File: src/rtl/pipe_ctrl_pkg.sv
`default_nettype none
// ============================================================================
//  Module      : pipe_ctrl_pkg
//  Description : Shared types and opcode constants for the pipeline
//                sequencer of the 5-stage MIPS-32 core.
//  Revision    : 1.0 - initial release
// ============================================================================
package pipe_ctrl_pkg;

    // Decoded instruction class supplied by the decode stage
    typedef enum logic [1:0] {
        IT_R    = 2'd0,
        IT_J    = 2'd1,
        IT_HALT = 2'd2,
        IT_I    = 2'd3
    } instr_type_t;

    // Primary opcodes, instruction[31:26]
    localparam logic [5:0] OP_RTYPE = 6'b000000;
    localparam logic [5:0] OP_J     = 6'b000010;
    localparam logic [5:0] OP_HALT  = 6'b111111;
    localparam logic [5:0] OP_ADDI  = 6'b001000;
    localparam logic [5:0] OP_ANDI  = 6'b001100;
    localparam logic [5:0] OP_LW    = 6'b100011;
    localparam logic [5:0] OP_SW    = 6'b101011;
    localparam logic [5:0] OP_BEQ   = 6'b000100;
    localparam logic [5:0] OP_BNE   = 6'b000101;

    // Sequencer states
    typedef enum logic [1:0] {
        ST_RUN    = 2'd0,
        ST_STALL  = 2'd1,
        ST_DRAIN  = 2'd2,
        ST_HALTED = 2'd3
    } ctrl_state_t;

endpackage : pipe_ctrl_pkg
`default_nettype wire

File: src/rtl/load_use_detect.sv
`default_nettype none
// ============================================================================
//  Module      : load_use_detect
//  Description : Combinational load-use hazard detector. Compares the
//                registers read by the ID instruction with the destination
//                of a load sitting in EX.
//  Revision    : 1.0 - initial release
// ============================================================================
module load_use_detect
    import pipe_ctrl_pkg::*;
(
    input  logic       i_id_valid,
    input  logic [1:0] i_id_type,
    input  logic [5:0] i_id_opcode,
    input  logic [4:0] i_id_rs,
    input  logic [4:0] i_id_rt,
    input  logic       i_ex_valid,
    input  logic       i_ex_mem_read,
    input  logic [4:0] i_ex_rt,
    output logic       o_hazard
);

    logic w_rt_used;
    logic w_rs_used;
    logic w_rs_hit;
    logic w_rt_hit;

    // rt is only a source for R-type, stores and compare-branches; J reads no rs
    always_comb begin
        w_rt_used = (i_id_type == IT_R) || (i_id_opcode == OP_SW) ||
                    (i_id_opcode == OP_BEQ) || (i_id_opcode == OP_BNE);
        w_rs_used = (i_id_type != IT_J);
        w_rs_hit  = w_rs_used && (i_ex_rt == i_id_rs);
        w_rt_hit  = w_rt_used && (i_ex_rt == i_id_rt);
        o_hazard  = i_id_valid && i_ex_valid && i_ex_mem_read &&
                    (i_ex_rt != 5'd0) && (w_rs_hit || w_rt_hit);
    end

endmodule : load_use_detect
`default_nettype wire

File: src/rtl/pipeline_hazard_ctrl.sv
`default_nettype none
// ============================================================================
//  Module      : pipeline_hazard_ctrl
//  Description : Pipeline sequencer for the 5-stage MIPS-32 core. Drives the
//                PC, IF/ID and ID/EX enables for load-use stalls, taken
//                branch/jump flushes and HALT drain-and-stop.
//                Optional feature macro: STALL_STATS_EN (stall statistics
//                counter; stall_count is tied to zero when undefined).
//  Revision    : 1.0 - initial release
// ============================================================================
module pipeline_hazard_ctrl
    import pipe_ctrl_pkg::*;
#(
    parameter int STALL_CYC = 1,
    parameter int DRAIN_CYC = 3,
    parameter int CNT_W     = 16
) (
    input  logic             clk,
    input  logic             rst_n,
    input  logic             id_valid,
    input  logic [1:0]       id_type,
    input  logic [5:0]       id_opcode,
    input  logic [4:0]       id_rs,
    input  logic [4:0]       id_rt,
    input  logic             ex_valid,
    input  logic             ex_mem_read,
    input  logic [4:0]       ex_rt,
    input  logic             ex_redirect,
    input  logic             resume,
    output logic             pc_en,
    output logic             ifid_en,
    output logic             ifid_flush,
    output logic             idex_bubble,
    output logic             halted,
    output logic [CNT_W-1:0] stall_count
);

    localparam logic [2:0] c_stall_init  = 3'(STALL_CYC - 1);
    localparam logic [2:0] c_drain_init  = 3'(DRAIN_CYC);
    localparam logic       c_multi_stall = (STALL_CYC > 1);

    ctrl_state_t r_state;
    ctrl_state_t w_state_nxt;
    logic [2:0]  r_cnt;
    logic [2:0]  w_cnt_nxt;
    logic        w_hazard;
    logic        w_stall_bubble;

    load_use_detect u_load_use_detect (
        .i_id_valid    (id_valid),
        .i_id_type     (id_type),
        .i_id_opcode   (id_opcode),
        .i_id_rs       (id_rs),
        .i_id_rt       (id_rt),
        .i_ex_valid    (ex_valid),
        .i_ex_mem_read (ex_mem_read),
        .i_ex_rt       (ex_rt),
        .o_hazard      (w_hazard)
    );

    // State and stall/drain down-counter registers
    always_ff @(posedge clk) begin
        if (!rst_n) begin
            r_state <= ST_RUN;
            r_cnt   <= 3'd0;
        end else begin
            r_state <= w_state_nxt;
            r_cnt   <= w_cnt_nxt;
        end
    end

    // Next-state and same-cycle pipeline control decisions
    always_comb begin
        pc_en          = 1'b1;
        ifid_en        = 1'b1;
        ifid_flush     = 1'b0;
        idex_bubble    = 1'b0;
        halted         = 1'b0;
        w_stall_bubble = 1'b0;
        w_state_nxt    = r_state;
        w_cnt_nxt      = r_cnt;

        case (r_state)
            ST_RUN: begin
                if (ex_redirect) begin
                    // ID holds a wrong-path instruction: squash it, ignore hazard/HALT
                    ifid_flush  = 1'b1;
                    idex_bubble = 1'b1;
                end else if (w_hazard) begin
                    pc_en          = 1'b0;
                    ifid_en        = 1'b0;
                    idex_bubble    = 1'b1;
                    w_stall_bubble = 1'b1;
                    if (c_multi_stall) begin
                        w_state_nxt = ST_STALL;
                        w_cnt_nxt   = c_stall_init;
                    end
                end else if (id_valid && (id_type == IT_HALT)) begin
                    pc_en       = 1'b0;
                    ifid_en     = 1'b0;
                    idex_bubble = 1'b1;
                    w_state_nxt = ST_DRAIN;
                    w_cnt_nxt   = c_drain_init;
                end
            end
            ST_STALL: begin
                if (ex_redirect) begin
                    // Not expected while EX holds a bubble; handled like a RUN redirect
                    ifid_flush  = 1'b1;
                    idex_bubble = 1'b1;
                    w_state_nxt = ST_RUN;
                    w_cnt_nxt   = 3'd0;
                end else begin
                    pc_en          = 1'b0;
                    ifid_en        = 1'b0;
                    idex_bubble    = 1'b1;
                    w_stall_bubble = 1'b1;
                    w_cnt_nxt      = r_cnt - 3'd1;
                    if (r_cnt <= 3'd1) begin
                        w_state_nxt = ST_RUN;
                    end
                end
            end
            ST_DRAIN: begin
                pc_en       = 1'b0;
                ifid_en     = 1'b0;
                idex_bubble = 1'b1;
                w_cnt_nxt   = r_cnt - 3'd1;
                if (r_cnt <= 3'd1) begin
                    w_state_nxt = ST_HALTED;
                end
            end
            ST_HALTED: begin
                pc_en       = 1'b0;
                ifid_en     = 1'b0;
                idex_bubble = 1'b1;
                halted      = 1'b1;
                if (resume) begin
                    // Discard the HALT still held in IF/ID and restart fetch
                    ifid_flush  = 1'b1;
                    w_state_nxt = ST_RUN;
                    w_cnt_nxt   = 3'd0;
                end
            end
            default: begin
                w_state_nxt = ST_RUN;
                w_cnt_nxt   = 3'd0;
            end
        endcase

        // Reset holds the pipeline frozen and empty regardless of state
        if (!rst_n) begin
            pc_en          = 1'b0;
            ifid_en        = 1'b0;
            ifid_flush     = 1'b1;
            idex_bubble    = 1'b1;
            halted         = 1'b0;
            w_stall_bubble = 1'b0;
        end
    end

`ifdef STALL_STATS_EN
    logic [CNT_W-1:0] r_stall_count;

    // Saturating count of bubble cycles caused by load-use hazards
    always_ff @(posedge clk) begin
        if (!rst_n) begin
            r_stall_count <= '0;
        end else if (w_stall_bubble && (r_stall_count != {CNT_W{1'b1}})) begin
            r_stall_count <= r_stall_count + CNT_W'(1);
        end
    end

    assign stall_count = r_stall_count;
`else
    logic w_unused_stats;
    assign w_unused_stats = w_stall_bubble;
    assign stall_count    = '0;
`endif

endmodule : pipeline_hazard_ctrl
`default_nettype wire

File: config.mk
export PLATFORM = sky130hd
export DESIGN_NAME = pipeline_hazard_ctrl
export DESIGN_NICKNAME = d
export VERILOG_FILES = /design/src/rtl/pipe_ctrl_pkg.sv /design/src/rtl/load_use_detect.sv /design/src/rtl/pipeline_hazard_ctrl.sv
export SDC_FILE = /design/constraint.sdc
export NUM_CORES = 1
export LEC_CHECK = 0
export BUFFER_PORTS_ARGS = -buffer_cell sky130_fd_sc_hd__buf_4
export CORE_MARGIN = 2
export CORE_UTILIZATION = 36
export CTS_CLUSTER_SIZE = 12
export DETAILED_ROUTE_END_ITERATION = 10
export PLACE_DENSITY = 0.74
export SLEW_MARGIN = 10
export SYNTH_ARGS = -nofsm -noshare
export SYNTH_HDL_FRONTEND = slang
export SYNTH_HIERARCHICAL = 1
export SYNTH_SLANG_ARGS = --single-unit
File: constraint.sdc
create_clock -name clk -period 1.55 [get_ports clk]
set_clock_uncertainty 0.15 [all_clocks]
set_input_delay 0.0775 -clock clk [delete_from_list [all_inputs] [get_ports clk]]
set_output_delay 0.0775 -clock clk [all_outputs]
set_load 0.01 [all_outputs]
==> impl_metrics.tcl <==
set metrics [dict create \
    status "finished with violations" \
    synth_area_um2 699.4 \
    synth_cell_type_count 31 \
    p_sw_share_pct 30.61 \
    route.detailed.drc 0 \
    avgSynthCellArea_um2 7.362 \
    grt_pass1_wl_um 2939 \
    postPlaceCellArea_um2 974.7 \
    cts_tree "done" \
    dp.final_hpwl_um 1464 \
    power_frac_clock_pct 28.5 \
    drt-total-wl_um 1990 \
    wl_per_cell_um 11.71 \
    rr_startpoint "r_cnt[1]" \
    rows 15 \
    initialDrtViolationCount 15 \
    yosysWarnings 6 \
    cts-root-buf "clkbuf_4" \
    num_vias 801 \
    leakage_nw 0.5329 \
    synthFlopType "dfxtp_1" \
    core_mm2 0.001783 \
    synthCells 95 \
    failed_checks "negative setup slack" \
    power_frac_seq_pct 26.5 \
    internal-power_w 0.0003603 \
    insertion_delay_ns 0.24 \
    die_w_um 48.08 \
    rr_worst_depth 6 \
    cp-end-kind "primary output" \
    worst-path-buf-inv 2 \
    cts_max_level 1 \
    viasPerCell 4.712 \
    path_depth 6 \
    place.gp.congestion 0.7915 \
    fillCellCount 163 \
    crit_slowest_cell "or4_1" \
    worstPathMaxFanout 2 \
    comb_power_share_pct 45.0 \
    firstDrtPassIters 4 \
    io_buffers 34 \
    min_period_over_period_pct 119.9 \
    power_density_mw_per_mm2 459.5 \
    area_delta_synth_final_pct 61.54 \
    crit_end "idex_bubble" \
    mostFrequentLayoutCells "buf_4, conb_1, xor2_1" \
    final_common_cell "buf_4" \
    setup_ws_ns -0.3086 \
    nNetsFinal 178 \
    async_flop_share_pct 0 \
    critPathTopFamily "simple AND/OR/NAND/NOR gates" \
    slowest_delay_ns 0.54 \
    maxSlewViolCount 0 \
    seq_area_frac_synth_pct 14.31 \
    cp-start-kind "primary input" \
    timing.fmax_ghz 0.5380 \
    start_util_pct 39.23 \
    path_clk_slew_ns 0.04 \
    grt_setup_unrepaired "true" \
    ys_ff_latch 5 \
    antenna_found_initial 0 \
    clockBufferDepth 2 \
    setup_tns_ns -1.824 \
    power.switching_w 0.0001589 \
    crit_chain "buf_8 -> or4_4 -> o2111ai_2 -> a21oi_2 -> or4_1 -> buf_6" \
    reg2reg_to "r_cnt[1]" \
    min_period_ns 1.859 \
    finalSetupViolations 8 \
    gr-total-overflow 0 \
    synth_edf_count 0 \
    min_delay_path_depth 3 \
    worstSetupPathType "in2out" \
    cts_num_sinks 5 \
    r2r_slack_ns 0.02 \
    ant_nets 0 \
    design_area_mm2 0.001130 \
    grt_usage_pct 18.43 \
    hold_class "in2reg" \
    drv_cap 0 \
    cp.required_ns 1.32 \
    grt_max_degree 8 \
    place_ws_ns -0.3903 \
    irDropWorstVdd_mv 0.3672 \
    design.portCount 51 \
    die_h_um 48.08 \
    hold_viol 0 \
    layout-drive-gt1-share_pct 43.45 \
    critPathArrivalTime_ns 1.63 \
    dieArea_mm2 0.002311 \
    first_global_vias 767 \
    crit_start "ex_rt[4]" \
    diodes 0 \
    numCtsBuffers 3 \
]
==> registers in the layout, summed over array words and instances, names as in the netlist <==
register  count
r_cnt         3
r_state       2
==> cells in the mapped netlist (all sizes together) (2+ instances only) <==
library cell	number	area, µm²
o211ai	2	15.01
dfxtp	5	100.1
nor2b	2	12.51
xor2	9	78.83
o21ai	3	15.01
nand2	6	22.52
a21oi	7	35.03
nand2b	3	18.77
or4	2	15.01
nor3	3	15.01
buf	19	142.6
o21a	5	37.54
nor2	6	22.52
o22ai	2	12.51
ha	2	25.02
nor4	2	12.51
inv	4	15.01
==> worst min-delay path by stage <==
stage | end | from
2_1_floorplan | r_cnt[2] | rst_n
3_3_place_gp | r_cnt[2] | rst_n
3_5_place_dp | r_cnt[2] | rst_n
4_1_cts | r_cnt[2] | rst_n
5_1_grt | r_cnt[0] | rst_n
6_report | r_cnt[0] | rst_n
==> metrics by stage <==
stage / total power [W] / util (%) / hold WS (ns) / instances
global route: 0.0005621 / 63.37 / 0.04614 / 170
detailed placement: 0.0003379 / 54.67 / 0.1843 / 160
finish: 0.0005192 / 63.37 / 0.03792 / 170
floorplan: 0.0002627 / - / 0.04502 / 110
global placement: 0.0003340 / 54.67 / 0.1799 / 160
CTS: 0.0005209 / 61.96 / -0.07269 / 168
==> power groups by stage <==
| stage | Clock [W] | Sequential, W | Combinational, W |
|---|---|---|---|
| floorplan | 0 | 0.000139 | 0.000124 |
| global placement | 0 | 0.000139 | 0.000195 |
| detailed placement | 0 | 0.000140 | 0.000198 |
| CTS | 0.000159 | 0.000137 | 0.000225 |
| global route | 0.000167 | 0.000138 | 0.000257 |
| finish | 0.000148 | 0.000138 | 0.000233 |
==> tightest hold or removal path, stage by stage <==
cell and delay, ns:
buf_4 0.10, inv_1 0.09, a21oi_1 0.12
==> layout make-up <==
cell class,count,area [µm²],area share [%]
Tap cell,25,31.28,2.769
Clock buffer,4,26.28,2.326
Inverter,4,15.01,1.329
Multi-Input combinational cell,82,544.3,48.17
Sequential cell,5,101.3,8.970
Timing Repair Buffer,50,411.6,36.43
==> logic make-up (layout without fill, tap and decap cells) <==
group | Yosys count | in the layout | synth area share [%]
and+or+nand+nor | 30 | 30 | 23.61
AOI/OAI and AO/OA | 23 | 23 | 21.47
buffers and inverters | 23 | 58 | 22.54
xor gates and xnor gates | 10 | 10 | 12.52
DFF | 5 | 5 | 14.31
adders and majority gates | 2 | 2 | 3.577
other | 1 | 16 | 0.5362
muxes | 1 | 1 | 1.431
==> metal layers <==
| metal | part of all wire (%) | global-route usage (%) | vias to the layer above |
|---|---|---|---|
| met5 | 0 | 0 | - |
| met4 | 0.45 | 5.405 | 0 |
| met3 | 11 | 7.547 | 2 |
| met2 | 54 | 38.13 | 44 |
| met1 | 35 | 15.40 | 355 |
| li1 | - | - | 400 |
==> repair_timing <==
action                                 4_1_cts  5_1_grt
pin swaps                                   20        7
endpoints found under the hold margin        2        2
buffers inserted                             4        2
setup endpoints to repair                    8        9
resized for setup                           18        3
(Power assumes the default switching activity.)
